<file path="config.mk">
export PLATFORM = sky130hd
export DESIGN_NAME = bind_op_scheduler
export DESIGN_NICKNAME = d
export VERILOG_FILES = /design/src/rtl/bind_op_scheduler.sv
export SDC_FILE = /design/constraint.sdc
export NUM_CORES = 1
export LEC_CHECK = 0
export CORE_MARGIN = 2
export CORE_UTILIZATION = 43
export DETAILED_ROUTE_END_ITERATION = 10
export PLACE_DENSITY = 0.7
export SYNTH_ARGS = -nofsm -noshare
export SYNTH_HDL_FRONTEND = slang
export SYNTH_SLANG_ARGS = --single-unit
export TNS_END_PERCENT = 100
</file>
<file path="constraint.sdc">
create_clock -name i_clk -period 2.6 [get_ports i_clk]
set_clock_uncertainty 0.05 [all_clocks]
set_input_delay 0.39 -clock i_clk [delete_from_list [all_inputs] [get_ports i_clk]]
set_output_delay 0.39 -clock i_clk [all_outputs]
set_load 0.01 [all_outputs]
</file>
<file path="src/rtl/bind_op_scheduler.sv">
// Round-robin front end, command FIFO and single-issue FSM sharing one BindKernelMapper between clients.
// k_valid rises two edges after an accept into an empty FIFO; a full FIFO drops every req_ready (no bypass).
module bind_op_scheduler #(
    parameter int HV_ADDRESS_WIDTH       = 5,
    parameter int MAX_HYPERVECTOR_LENGTH = 4,
    parameter int NUM_REQUESTERS         = 2,
    parameter int FIFO_DEPTH             = 4,
    parameter int TIMEOUT_CYCLES         = 64,
    localparam int AW   = HV_ADDRESS_WIDTH,
    localparam int N    = NUM_REQUESTERS,
    localparam int ID_W = $clog2(NUM_REQUESTERS),
    localparam int CW   = $clog2(FIFO_DEPTH) + 1
) (
    input  logic              i_clk,
    input  logic              i_reset,
    input  logic [N-1:0]      i_req_valid,
    output logic [N-1:0]      o_req_ready,
    input  logic [N*AW-1:0]   i_req_vec_length,
    input  logic [N*AW-1:0]   i_req_hva,
    input  logic [N*AW-1:0]   i_req_hvb,
    input  logic [N*AW-1:0]   i_req_hvc,
    output logic              o_k_valid,
    output logic [AW-1:0]     o_k_vec_length,
    output logic [AW-1:0]     o_k_hva,
    output logic [AW-1:0]     o_k_hvb,
    output logic [AW-1:0]     o_k_hvc,
    input  logic              i_k_done,
    output logic              o_cmp_valid,
    output logic [ID_W-1:0]   o_cmp_id,
    output logic              o_cmp_err,
    output logic              o_busy,
    output logic [CW-1:0]     o_fifo_count
);

    localparam int PW = $clog2(FIFO_DEPTH);
    localparam int TW = $clog2(TIMEOUT_CYCLES);

    typedef struct packed {
        logic [ID_W-1:0] id;
        logic [AW-1:0]   len;
        logic [AW-1:0]   hva;
        logic [AW-1:0]   hvb;
        logic [AW-1:0]   hvc;
    } cmd_t;

    typedef enum logic [1:0] {S_IDLE, S_LOAD, S_ISSUE, S_RELEASE} state_t;

    state_t          r_state;
    state_t          w_state_nxt;
    cmd_t            r_mem [FIFO_DEPTH];
    logic [PW-1:0]   r_wr_ptr;
    logic [PW-1:0]   r_rd_ptr;
    logic [CW-1:0]   r_count;
    logic [ID_W-1:0] r_rr_ptr;
    logic [TW-1:0]   r_timer;
    logic [AW-1:0]   r_k_len;
    logic [AW-1:0]   r_k_hva;
    logic [AW-1:0]   r_k_hvb;
    logic [AW-1:0]   r_k_hvc;
    logic [ID_W-1:0] r_cmp_id;
    logic            r_cmp_valid;
    logic            r_cmp_err;

    logic            w_full;
    logic            w_push;
    logic            w_pop;
    logic [N-1:0]    w_grant;
    logic [ID_W-1:0] w_gnt_idx;
    cmd_t            w_push_cmd;
    cmd_t            w_head;
    logic            w_len_ok;
    logic            w_timer_last;

    assign w_full       = (r_count == CW'(FIFO_DEPTH));
    assign w_pop        = (r_state == S_IDLE) && (r_count != '0);
    assign w_head       = r_mem[r_rd_ptr];
    assign w_len_ok     = (r_k_len != '0) && (r_k_len <= AW'(MAX_HYPERVECTOR_LENGTH));
    assign w_timer_last = (r_timer == TW'(TIMEOUT_CYCLES - 1));

    // Grant search starts at the round-robin pointer; gated by reset so every output reads 0 while it is held.
    always_comb begin
        w_grant   = '0;
        w_gnt_idx = '0;
        w_push    = 1'b0;
        if (!w_full && !i_reset) begin
            for (int k = 0; k < N; k++) begin
                if (!w_push && i_req_valid[(int'(r_rr_ptr) + k) % N]) begin
                    w_push    = 1'b1;
                    w_gnt_idx = ID_W'((int'(r_rr_ptr) + k) % N);
                    w_grant[(int'(r_rr_ptr) + k) % N] = 1'b1;
                end
            end
        end
    end

    always_comb begin
        w_push_cmd.id  = w_gnt_idx;
        w_push_cmd.len = i_req_vec_length[int'(w_gnt_idx)*AW +: AW];
        w_push_cmd.hva = i_req_hva[int'(w_gnt_idx)*AW +: AW];
        w_push_cmd.hvb = i_req_hvb[int'(w_gnt_idx)*AW +: AW];
        w_push_cmd.hvc = i_req_hvc[int'(w_gnt_idx)*AW +: AW];
    end

    always_ff @(posedge i_clk) begin
        if (w_push) begin
            r_mem[r_wr_ptr] <= w_push_cmd;
        end
    end

    always_ff @(posedge i_clk or posedge i_reset) begin
        if (i_reset) begin
            r_wr_ptr <= '0;
            r_rd_ptr <= '0;
            r_count  <= '0;
            r_rr_ptr <= '0;
        end else begin
            if (w_push) begin
                r_wr_ptr <= r_wr_ptr + 1'b1;
                r_rr_ptr <= (int'(w_gnt_idx) == N - 1) ? '0 : w_gnt_idx + 1'b1;
            end
            if (w_pop) begin
                r_rd_ptr <= r_rd_ptr + 1'b1;
            end
            r_count <= r_count + CW'(w_push) - CW'(w_pop);
        end
    end

    // State register plus the registers that travel with it (command latch, timer, completion pulse).
    always_ff @(posedge i_clk or posedge i_reset) begin
        if (i_reset) begin
            r_state     <= S_IDLE;
            r_timer     <= '0;
            r_k_len     <= '0;
            r_k_hva     <= '0;
            r_k_hvb     <= '0;
            r_k_hvc     <= '0;
            r_cmp_id    <= '0;
            r_cmp_valid <= 1'b0;
            r_cmp_err   <= 1'b0;
        end else begin
            r_state     <= w_state_nxt;
            r_cmp_valid <= 1'b0;
            r_cmp_err   <= 1'b0;
            case (r_state)
                S_IDLE: begin
                    if (w_pop) begin
                        r_k_len  <= w_head.len;
                        r_k_hva  <= w_head.hva;
                        r_k_hvb  <= w_head.hvb;
                        r_k_hvc  <= w_head.hvc;
                        r_cmp_id <= w_head.id;
                    end
                end
                S_LOAD: begin
                    r_timer <= '0;
                    if (!w_len_ok) begin
                        r_cmp_valid <= 1'b1;
                        r_cmp_err   <= 1'b1;
                    end
                end
                S_ISSUE: begin
                    if (i_k_done || w_timer_last) begin
                        r_timer     <= '0;
                        r_cmp_valid <= 1'b1;
                        r_cmp_err   <= !i_k_done;
                    end else begin
                        r_timer <= r_timer + 1'b1;
                    end
                end
                S_RELEASE: begin
                    r_timer <= r_timer + 1'b1;
                end
                default: begin
                    r_timer <= '0;
                end
            endcase
        end
    end

    always_comb begin
        w_state_nxt = r_state;
        case (r_state)
            S_IDLE:    if (w_pop) w_state_nxt = S_LOAD;
            S_LOAD:    w_state_nxt = w_len_ok ? S_ISSUE : S_IDLE;
            S_ISSUE:   if (i_k_done || w_timer_last) w_state_nxt = S_RELEASE;
            S_RELEASE: if (!i_k_done || w_timer_last) w_state_nxt = S_IDLE;
            default:   w_state_nxt = S_IDLE;
        endcase
    end

    always_comb begin
        o_req_ready    = w_grant;
        o_k_valid      = (r_state == S_ISSUE);
        o_k_vec_length = r_k_len;
        o_k_hva        = r_k_hva;
        o_k_hvb        = r_k_hvb;
        o_k_hvc        = r_k_hvc;
        o_cmp_valid    = r_cmp_valid;
        o_cmp_id       = r_cmp_id;
        o_cmp_err      = r_cmp_err;
        o_fifo_count   = r_count;
        o_busy         = (r_count != '0) || (r_state != S_IDLE) || r_cmp_valid;
    end

endmodule

</file>
==> key figures <==
Run status
  – Status: completed

Power
  – Cell Int Power: 5.48 mW
  – Sw frac: 31.1%
  – Pwr per Cell Area: 1180 nW/um2
  – Gate power share: 32.7%
  – Total power: between 7 and 8 mW
  – NetSw: roughly 2.5 mW
  – Clk pwr share: between 30% and 40%
  – Worst vdd ir: around 0.00063 V
  – Leak Pwr: around 2.6 nW
  – Register share of total power: 37.0%

Placement
  – Cells after DPL: 554
  – DP Wirelength: about 6500 um
  – GPL Wtd Cong: between 0.7 and 0.8
  – IO buf count: 74

CTS
  – Clk_lat worst skew: a little over 0.4 ns
  – CTS Sinks: about 120
  – TritonCTS clock tree: yes
  – Clock root cell: clkbuf_16
  – H-tree lvl count: 4
  – Clk slew on worst S/H paths: roughly 0.060 ns
  – Post-cts hold buffer count: 0
  – CTS Buf Count: 17
  – Maximum buffer depth of the clock tree: 2

Global route
  – Gr usage total: between 10% and 20%
  – First-pass GRT wire length: between 15000 and 20000 um
  – GR Overflow Total: 0
  – Largest net degree at the start of global routing: 26
  – Initial antenna violation count: 0
  – Vias in the first global route: about 3300

Synth
  – Yosys warning total: 0
  – Post-synthesis area per instance: approximately 16 um2
  – Synth Instances: 331
  – Syn Nets: slightly below 400
  – Dominant synthesized flop cell: edfxtp_1
  – Post-synth cell types: 41
  – Post-Syn Area: roughly 5000 um2
  – Seq/Total Area, Yosys: 68.0%
  – Post-synth EDFFs: 84
  – Async SR Flop Fraction: roughly a third
  – Synthesis-stage register bit count: approximately 120

STA
  – Fin crit share: between 90% and 100%
  – Final setup fails: 0
  – Final min period: 2.48 ns
  – Slew HR: roughly three fifths
  – RSZ-0062 raised after global routing: no
  – Final slew viol count: 0
  – Hold Vio Cnt, Final: 0
  – Hold Worst Slack: between 0.4 and 0.5 ns
  – Slew @ Worst Pin: around 0.57 ns
  – Fmax: about 400 MHz
  – Fin Setup TNS: 0 ns

Cells and area
  – Most frequent cells in the layout: edfxtp_1 (84), clkdlybuf4s50_1 (74), nand2_1 (72)
  – Number of diodes: 0
  – P&R area growth vs syn: 31.4%
  – NumNets Final: 487
  – Commonest non-fill, non-tap cell in the layout: edfxtp_1
  – Core Util, Final: ~58%
  – Layout cells sized above 1: a little under a fifth
  – Fin cells: a little under 600

Critical path
  – Critical Path RT: between 2 and 2.5 ns
  – Crit path kind: flip-flop to output port
  – WP data arrival: between 2 and 2.5 ns
  – CP max FO: 6
  – Reg2Reg Depth: 10
  – Worst setup startpoint: r_state[0]
  – Setup crit start kind: flip-flop
  – Reg2reg end: o_fifo_count[2]
  – Setup slack, reg-to-reg: around 0.32 ns
  – Reg2reg start: o_fifo_count[1]
  – Critical Path Sink: o_busy
  – Worst setup EP type: output port

Route
  – DRC viols: 0
  – Vias post-DR: 3028
  – DRT antenna net count: 0
  – Vias per cell: 5.17
  – DR iter-0 viols: roughly 140
  – TritonRoute pass-1 iters: 4
  – Total wire length: 10400 um
  – WL per Instance: roughly 18 um

Floorplanning
  – Die area: around 13000 um2
  – Die W: approximately 110 um
  – Initial Util: 44.5%
  – # IOs: between 70 and 80
  – Core area: 11600 um2
  – FP Rows: 39
  – Die Y: 113 um

Min path
  – HP Class: input pin to async pin

Job
  – Max-Cap Viols: 0
routing by layer:
layer  up-vias  routed length [um]  GRT usage, %
met4         0                 144          5.85
li1       1406                   -             -
met1      1519                4400          21.7
met5         -                   0             0
met2        91                5300          30.0
met3        12                 560          5.89
worst min-delay path by stage:
stage	depth (start not counted)	slack (ns)	to
after floorplan	1	0.42	r_rr_ptr
after global placement	2	0.41	o_k_hvb[3]
after detailed placement	2	0.41	o_k_hva[4]
after CTS	2	0.42	r_timer[2]
after global routing	2	0.45	o_cmp_id
final	2	0.40	r_timer[0]
synth_stat cells (2+ instances only):
cell       n  area, um2
buf_2      4       20.0
edfxtp_1  84       2520
and3_1     2       12.5
o21ai_0    5       25.0
xnor2_1    4       35.0
nand4_1    2       12.5
nand2_1   72        270
mux2_2     2       22.5
xor2_1     4       35.0
ha_1      11        138
nand3_1    3       15.0
buf_6      2       22.5
inv_1     10       37.5
a21boi_0   2       15.0
nor2_1     7       26.3
a21oi_1    5       25.0
and2_1     7       43.8
nand2b_1   2       12.5
mux4_2    21        473
dfrtp_1   39        976
nor2b_1    2       12.5
mux2_1    19        214
clkbuf_1   3       11.3
buf_1      2       7.51
worst max-delay path, stage by stage, from the launching register on:
cell and delay, ns:
dfrtp_2 0.44, inv_2 0.09, ha_4 0.18, nand3b_1 0.14, or2_2 0.30, clkdlybuf4s50_1 0.47
sequential cells by signal, summed over array words and instances (netlist names), named ones only:
register / flops
r_state: 1
r_wr_ptr: 2
r_rr_ptr: 1
o_k_hvb: 5
r_mem: 84
o_k_hva: 5
r_timer: 6
o_k_vec_length: 5
o_cmp_valid: 1
o_cmp_err: 1
o_fifo_count: 3
o_cmp_id: 1
r_rd_ptr: 2
o_k_hvc: 5
stage by stage:
stage	instance area [um2]	setup slack, ns
floorplan	5140	0.0183
global placement	6140	0.102
detailed placement	6140	0.0351
CTS	6760	0.0270
global route	6760	0.0164
finish	6760	0.124
area by class of cell:
type                       instances  area, um2
multi-input combinational        186       1560
clock buffer                      19        443
sequential                       123       3500
fill                             894       4810
timing repair buffer              92        876
clock inverter                    13        165
inverter                          10       37.5
tap                              143        179
cells by family (layout without fill, tap and decap cells):
family                   after synthesis  in the layout  synth area share (%)
XOR/XNOR                               8              8                  1.36
buffers and inverters                 22            134                  2.07
adder cells (fa/ha/maj)               12             12                  3.07
flip-flops                           123            123                  68.0
AND/OR/NAND/NOR                      104            104                  8.88
AO/OA/AOI/OAI                         19             19                  2.58
multiplexers                          43             43                  14.0
power groups by stage:
stage | Combinational, mW | Clock (mW) | Sequential (mW)
4_1_cts | 2.67 | 2.45 | 2.94
2_1_floorplan | 1.53 | 0 | 2.98
3_5_place_dp | 2.62 | 0 | 2.97
6_report | 2.60 | 2.41 | 2.94
3_3_place_gp | 2.56 | 0 | 2.94
5_1_grt | 2.90 | 2.54 | 2.99
what timing repair did:
action                                 CTS  global route
resized for setup                        2             3
pin swaps                                0             0
buffers inserted                         0             0
endpoints found under the hold margin    0             0
setup endpoints to repair                1             1
(Power assumes the default switching activity.)
